File: config.mk
export PLATFORM = sky130hd
export DESIGN_NAME = div_unit
export DESIGN_NICKNAME = d
export VERILOG_FILES = /design/src/rtl/div_unit_pkg.sv /design/src/rtl/div_unit.sv
export SDC_FILE = /design/constraint.sdc
export NUM_CORES = 1
export LEC_CHECK = 0
export BUFFER_PORTS_ARGS = -buffer_cell sky130_fd_sc_hd__buf_2
export CORE_MARGIN = 2
export CORE_UTILIZATION = 35
export DETAILED_ROUTE_END_ITERATION = 10
export RECOVER_POWER = 50
export SYNTH_ARGS = -nofsm -noshare
export SYNTH_HDL_FRONTEND = slang
export SYNTH_SLANG_ARGS = --single-unit
export TNS_END_PERCENT = 5
File: constraint.sdc
create_clock -name clock -period 3.6 [get_ports clock]
set_input_delay 0.72 -clock clock [delete_from_list [all_inputs] [get_ports clock]]
set_output_delay 0.72 -clock clock [all_outputs]
set_load 0.005 [all_outputs]
File: src/rtl/div_unit_pkg.sv
// div_unit_pkg: shared widths, funct3 codes, FSM states and helpers for div_unit
package div_unit_pkg;
  localparam int XLEN = 64;
  localparam logic [2:0] F3_DIV  = 3'b100;
  localparam logic [2:0] F3_DIVU = 3'b101;
  localparam logic [2:0] F3_REM  = 3'b110;
  localparam logic [2:0] F3_REMU = 3'b111;
  localparam logic [XLEN-1:0] MIN_X = {1'b1, {(XLEN-1){1'b0}}};
  localparam logic [XLEN-1:0] MIN_W = {{(XLEN/2+1){1'b1}}, {(XLEN/2-1){1'b0}}};
  typedef enum logic [1:0] {S_IDLE, S_CALC, S_FIX, S_DONE} state_e;
  function automatic logic [XLEN-1:0] wfix(input logic w, input logic [XLEN-1:0] x);
    return w ? {{(XLEN/2){x[XLEN/2-1]}}, x[XLEN/2-1:0]} : x;
  endfunction
endpackage

File: src/rtl/div_unit.sv
// div_unit: multi-cycle radix-2 restoring divider for RV64M DIV/DIVU/REM/REMU and W forms
module div_unit
  import div_unit_pkg::*;
(
  input  logic            clock,
  input  logic            reset,
  input  logic            start_i,
  input  logic [2:0]      funct3_i,
  input  logic            word_i,
  input  logic [XLEN-1:0] dividend_i,
  input  logic [XLEN-1:0] divisor_i,
  input  logic            kill_i,
  output logic            busy_o,
  output logic            done_o,
  output logic [XLEN-1:0] result_o
);
  state_e          state_q;
  logic            busy_q, done_q, qneg_q, rneg_q, rem_op_q, word_q;
  logic [XLEN-1:0] result_q, dvd_q, dsr_q, quot_q;
  logic [XLEN:0]   rem_q;
  logic [5:0]      cnt_q;
  logic            sgn, rem_op, a_neg, b_neg, div_zero, ovf, ge;
  logic [XLEN-1:0] a_ext, b_ext, a_mag, b_mag, spec_d, fix_d, q_fix, r_fix, quot_d;
  logic [XLEN+1:0] trial, diff;
  logic [XLEN:0]   rem_d;
  // Operand preparation and special-case detection for the request on the inputs
  always_comb begin
    sgn      = funct3_i == F3_DIV || funct3_i == F3_REM;
    rem_op   = funct3_i == F3_REM || funct3_i == F3_REMU;
    a_ext    = word_i ? (sgn ? wfix(1'b1, dividend_i) : {32'b0, dividend_i[31:0]}) : dividend_i;
    b_ext    = word_i ? (sgn ? wfix(1'b1, divisor_i) : {32'b0, divisor_i[31:0]}) : divisor_i;
    a_neg    = sgn & a_ext[XLEN-1];
    b_neg    = sgn & b_ext[XLEN-1];
    a_mag    = a_neg ? -a_ext : a_ext;
    b_mag    = b_neg ? -b_ext : b_ext;
    div_zero = b_ext == '0;
    ovf      = sgn && b_ext == '1 && a_ext == (word_i ? MIN_W : MIN_X);
    spec_d   = wfix(word_i, rem_op ? (div_zero ? a_ext : '0) : (div_zero ? '1 : a_ext));
  end
  // One restoring step: shift in the next dividend bit and keep the difference if non-negative
  always_comb begin
    trial  = {rem_q, dvd_q[XLEN-1]};
    diff   = trial - {2'b0, dsr_q};
    ge     = ~diff[XLEN+1];
    rem_d  = ge ? diff[XLEN:0] : trial[XLEN:0];
    quot_d = {quot_q[XLEN-2:0], ge};
  end
  // Sign fix-up and quotient/remainder selection
  always_comb begin
    q_fix = qneg_q ? -quot_q : quot_q;
    r_fix = rneg_q ? -rem_q[XLEN-1:0] : rem_q[XLEN-1:0];
    fix_d = wfix(word_q, rem_op_q ? r_fix : q_fix);
  end
  // Control FSM with datapath registers; kill aborts without touching the result
  always_ff @(posedge clock) begin
    if (reset) begin
      state_q  <= S_IDLE;
      busy_q   <= 1'b0;
      done_q   <= 1'b0;
      result_q <= '0;
      dvd_q    <= '0;
      dsr_q    <= '0;
      quot_q   <= '0;
      rem_q    <= '0;
      cnt_q    <= '0;
      qneg_q   <= 1'b0;
      rneg_q   <= 1'b0;
      rem_op_q <= 1'b0;
      word_q   <= 1'b0;
    end else if (kill_i) begin
      state_q <= S_IDLE;
      busy_q  <= 1'b0;
      done_q  <= 1'b0;
    end else begin
      case (state_q)
        S_IDLE: begin
          done_q <= 1'b0;
          if (start_i) begin
            dvd_q    <= word_i ? {a_mag[31:0], 32'b0} : a_mag;
            dsr_q    <= b_mag;
            quot_q   <= '0;
            rem_q    <= '0;
            cnt_q    <= word_i ? 6'd31 : 6'd63;
            qneg_q   <= a_neg ^ b_neg;
            rneg_q   <= a_neg;
            rem_op_q <= rem_op;
            word_q   <= word_i;
            if (div_zero || ovf) begin
              state_q  <= S_DONE;
              done_q   <= 1'b1;
              result_q <= spec_d;
            end else begin
              state_q <= S_CALC;
              busy_q  <= 1'b1;
            end
          end
        end
        S_CALC: begin
          rem_q   <= rem_d;
          quot_q  <= quot_d;
          dvd_q   <= {dvd_q[XLEN-2:0], 1'b0};
          cnt_q   <= cnt_q - 6'd1;
          state_q <= cnt_q == '0 ? S_FIX : S_CALC;
        end
        S_FIX: begin
          result_q <= fix_d;
          busy_q   <= 1'b0;
          done_q   <= 1'b1;
          state_q  <= S_DONE;
        end
        default: begin
          done_q  <= 1'b0;
          state_q <= S_IDLE;
        end
      endcase
    end
  end
  assign busy_o   = busy_q;
  assign done_o   = done_q;
  assign result_o = result_q;
endmodule

==> results by stage <==
Drt:
- After detailed routing, the number of vias per cell comes to 5.87.
- The first routing iteration left about 2800 violations.
- The detailed-router iteration count before antenna repair is 6.
- Across all layers, the routed design uses roughly 26000 vias.
- The final layout contains routed wiring with a total length of 99.8 mm.
- The number of remaining DRC errors is 0.
- The count of nets left with antenna violations once routing finished came out at 0.
- The wire length per cell is 22.1 um.

Clocking:
- The clock tree from TritonCTS is done.
- The cell sitting at the root of the clock tree is a clkbuf_16.
- CTS saw about 340 sinks.
- For the worst-skew pair, the clock arrives at the later sink with an insertion delay of 0.61 ns.
- The number of buffers inserted during clock tree synthesis is 41.
- The clock-pin slew on the worst setup and hold paths is ~0.060 ns.
- The H-tree was split into 2 levels.
- In this run, post-CTS hold repair placed 0 buffers.
- No sink is reached through more buffers than the 3 on the longest clock path.
- In this run the post-CTS setup repair buffer count came out at 0.

Setup path:
- The worst setup path is of the reg -> reg kind.
- The capturing element type of the critical path is a flip-flop.
- At the worst endpoint, the required time is about 4.0 ns.
- The data arrival time of the worst path is 3.91 ns.
- The type of element launching the critical path is a flip-flop.
- The largest fanout on the critical path is 64.

STA:
- The setup TNS is 0 ns.
- Setup violations remaining at the end of the flow were counted as 0.
- The slew of the pin with the lowest slew margin is around 1.6 ns.
- Based on the critical path, the design can be clocked at up to around 290 MHz.
- The headroom to the max-slew limit is -0.0875.
- Once routing completed, OpenROAD measured the worst setup slack at 0.118 ns.
- The final count of hold timing violations is 0.
- Between clock sinks in the finished design, the worst skew comes to around 0.058 ns.
- The final max-slew violation count is 117.
- Of the available clock period, the critical path in the final layout requires 0.967.
- The routed design could run at a clock period as short as roughly 3.5 ns.

Cells and area:
- The fraction of layout instances using a drive strength above 1 is 0.172.
- With fillers left out, the area of the finished cells amounts to a little under 30000 sq um.
- The most common library cell in the layout ignoring fill and taps is nor2_1.
- Leaving out fill and tap cells, the most frequent cells in the layout are 377 x nor2_1, 335 x nand2_1, 332 x dfxtp_1.
- After the last flow step, the layout net total stands at 3806.
- The layout overhead on the synthesized area is 21.5%.

Power:
- The proportion of power drawn by combinational gates is 0.187.
- The analysis attributes to cell leakage a power of 0.0119 uW.
- The part of the total power dissipated in sequential elements is 0.387.
- Of the total power, the clock network draws 0.426.
- The power density of the placed cells is around 340 nW/um^2.
- Of the total power, the share spent switching nets is 0.309.
- The worst voltage drop across the vdd grid is 344 uV.
- The switching power of the nets is 3100 uW.
- The cell-internal power is 6940 uW.

Synth:
- The post-synth net total is between 3000 and 4000.
- In the synthesized netlist the async set-or-reset flop fraction comes to 0.
- The count of distinct cell types in the synthesized netlist is between 80 and 90.
- The register area share after synthesis is 0.278.
- After synthesis the cells add up to 24100 sq um.
- The total number of yosys warnings is 0.
- Among all flip-flop cells after synthesis, the most frequent one is dfxtp_1.
- The count of flip-flops with a built-in enable after synthesis is 0.
- The register bit count reported by yosys is 335.
- The gate count of the mapped netlist is roughly 3300.
- A synthesized cell averages roughly 7.4 sq um.

Placement:
- The total of buffers placed on input and output ports is 201.
- The worst-case setup slack after placement is -0.190 ns.
- The congestion estimate from routability-driven global placement came to 0.992.
- After detailed placement, the total cell area comes to 28100 sq um.
- The post-detailed-placement half-perimeter wirelength is 77.7 mm.

Die:
- The initial cell density of the core is 0.353.
- The area of the core is 68500 sq um.
- The floorplan has 96 rows.
- The floorplan step defined a die boundary enclosing 71100 sq um.
- The overall die height is 267 um.
- For this design the top-level I/O count stands at 202.
- The die extent in x is 267 um.

Global routing:
- The number of antenna violations at the first check in global routing came to 0.
- The number of global-route vias before repair is 24100.
- For this run the aggregate overflow at the end of global routing stands at 0.
- The maximum number of pins on one net before global-route repair is 93.
- The first global-routing pass estimated roughly 150 mm of wire.
- Across every metal layer, demand over resource in global routing totals 0.271.

Outcome:
- The run finished, with violations left.
- The final reports fail on max-capacitance violations, max-slew violations.

Flow run:
- The tool flagged a number of max-cap violations equal to 2.

Hold path:
- The tightest min-delay check is of the reg -> reg type.
-- flip-flops by register name, indices dropped and copies added, names as in the netlist, 2 cells and up --
| name | flops |
|---|---|
| quot_q | 64 |
| rem_q | 65 |
| cnt_q | 6 |
| dsr_q | 64 |
| result_o | 64 |
| state_q | 2 |
| dvd_q | 64 |
-- cells in the mapped netlist, types with 49 or more instances --
| cell | number | area [sq um] |
|---|---|---|
| nand2_1 | 336 | 1260 |
| o211ai_1 | 63 | 473 |
| nor3_1 | 73 | 365 |
| ha_1 | 70 | 876 |
| xor2_1 | 150 | 1310 |
| nand4_1 | 49 | 307 |
| xnor2_1 | 155 | 1360 |
| a211oi_1 | 84 | 631 |
| a21oi_1 | 280 | 1400 |
| o31ai_1 | 65 | 488 |
| inv_1 | 118 | 443 |
| o21ai_0 | 251 | 1260 |
| nor2_1 | 380 | 1430 |
| a22oi_1 | 74 | 556 |
| clkbuf_1 | 197 | 739 |
| dfxtp_1 | 335 | 6710 |
-- per-stage QoR --
step	total power (uW)	hold slack, ns	util	instances
after floorplan	5040	0.432	-	3273
after global placement	5810	0.430	0.410	4438
after detailed placement	5810	0.433	0.410	4438
after CTS	10100	0.444	0.430	4513
after global routing	10400	0.470	0.428	4513
final	10000	0.445	0.429	4515
-- area by class of cell --
class	count	area, sq um
fill	7131	39100
multi-input combinational	2579	16100
sequential	335	6710
timing repair buffer	524	3580
clock buffer	58	1170
tap	882	1100
inverter	118	443
clock inverter	17	185
antenna	2	5.00
-- layer usage --
metal	share of wire	track usage	vias to the layer above
met1	0.43	0.371	12500
met5	0	0	-
li1	-	-	12600
met4	0.054	0.134	0
met3	0.086	0.0321	190
met2	0.43	0.422	1240
-- power groups by stage --
stage               Combinational, uW  Clock, uW  Sequential (uW)
detailed placement               1840          0             3960
global placement                 1850          0             3960
floorplan                        1100          0             3940
global route                     2020       4480             3900
CTS                              1850       4340             3880
finish                           1880       4280             3880
-- cells by family after synthesis --
group	count (synthesis)	share of synthesized area
muxes	30	0.0125
adders and majority gates	71	0.0371
and+or+nand+nor	1090	0.212
DFF	335	0.278
xor gates and xnor gates	305	0.111
AOI/OAI and AO/OA	1083	0.293
buffers and inverters	359	0.0576
-- critical path, stage by stage (launching register included) --
cell and delay [ns]:
dfxtp_1 0.47, nand2b_1 0.20, clkbuf_1 1.18, nor2_1 0.68, buf_12 0.41, a32oi_1 0.23, o22ai_1 0.10
-- worst paths after layout --
| check | start | to | slack, ns | cells after the start |
|---|---|---|---|---|
| max | state_q[1] | rem_q[52] | 0.12 | 6 |
| min | result_o[47] | result_o[47] | 0.44 | 2 |
| max reg2reg | state_q[1] | rem_q[52] | 0.12 | 6 |
| min reg2reg | result_o[47] | result_o[47] | 0.44 | 2 |
-- repair_timing --
item / CTS / global route
pin swaps: 0 / 3
endpoints found under the setup margin: 3 / 45
resized for setup: 2 / 12
No activity file was read; power rests on OpenSTA's default activity.
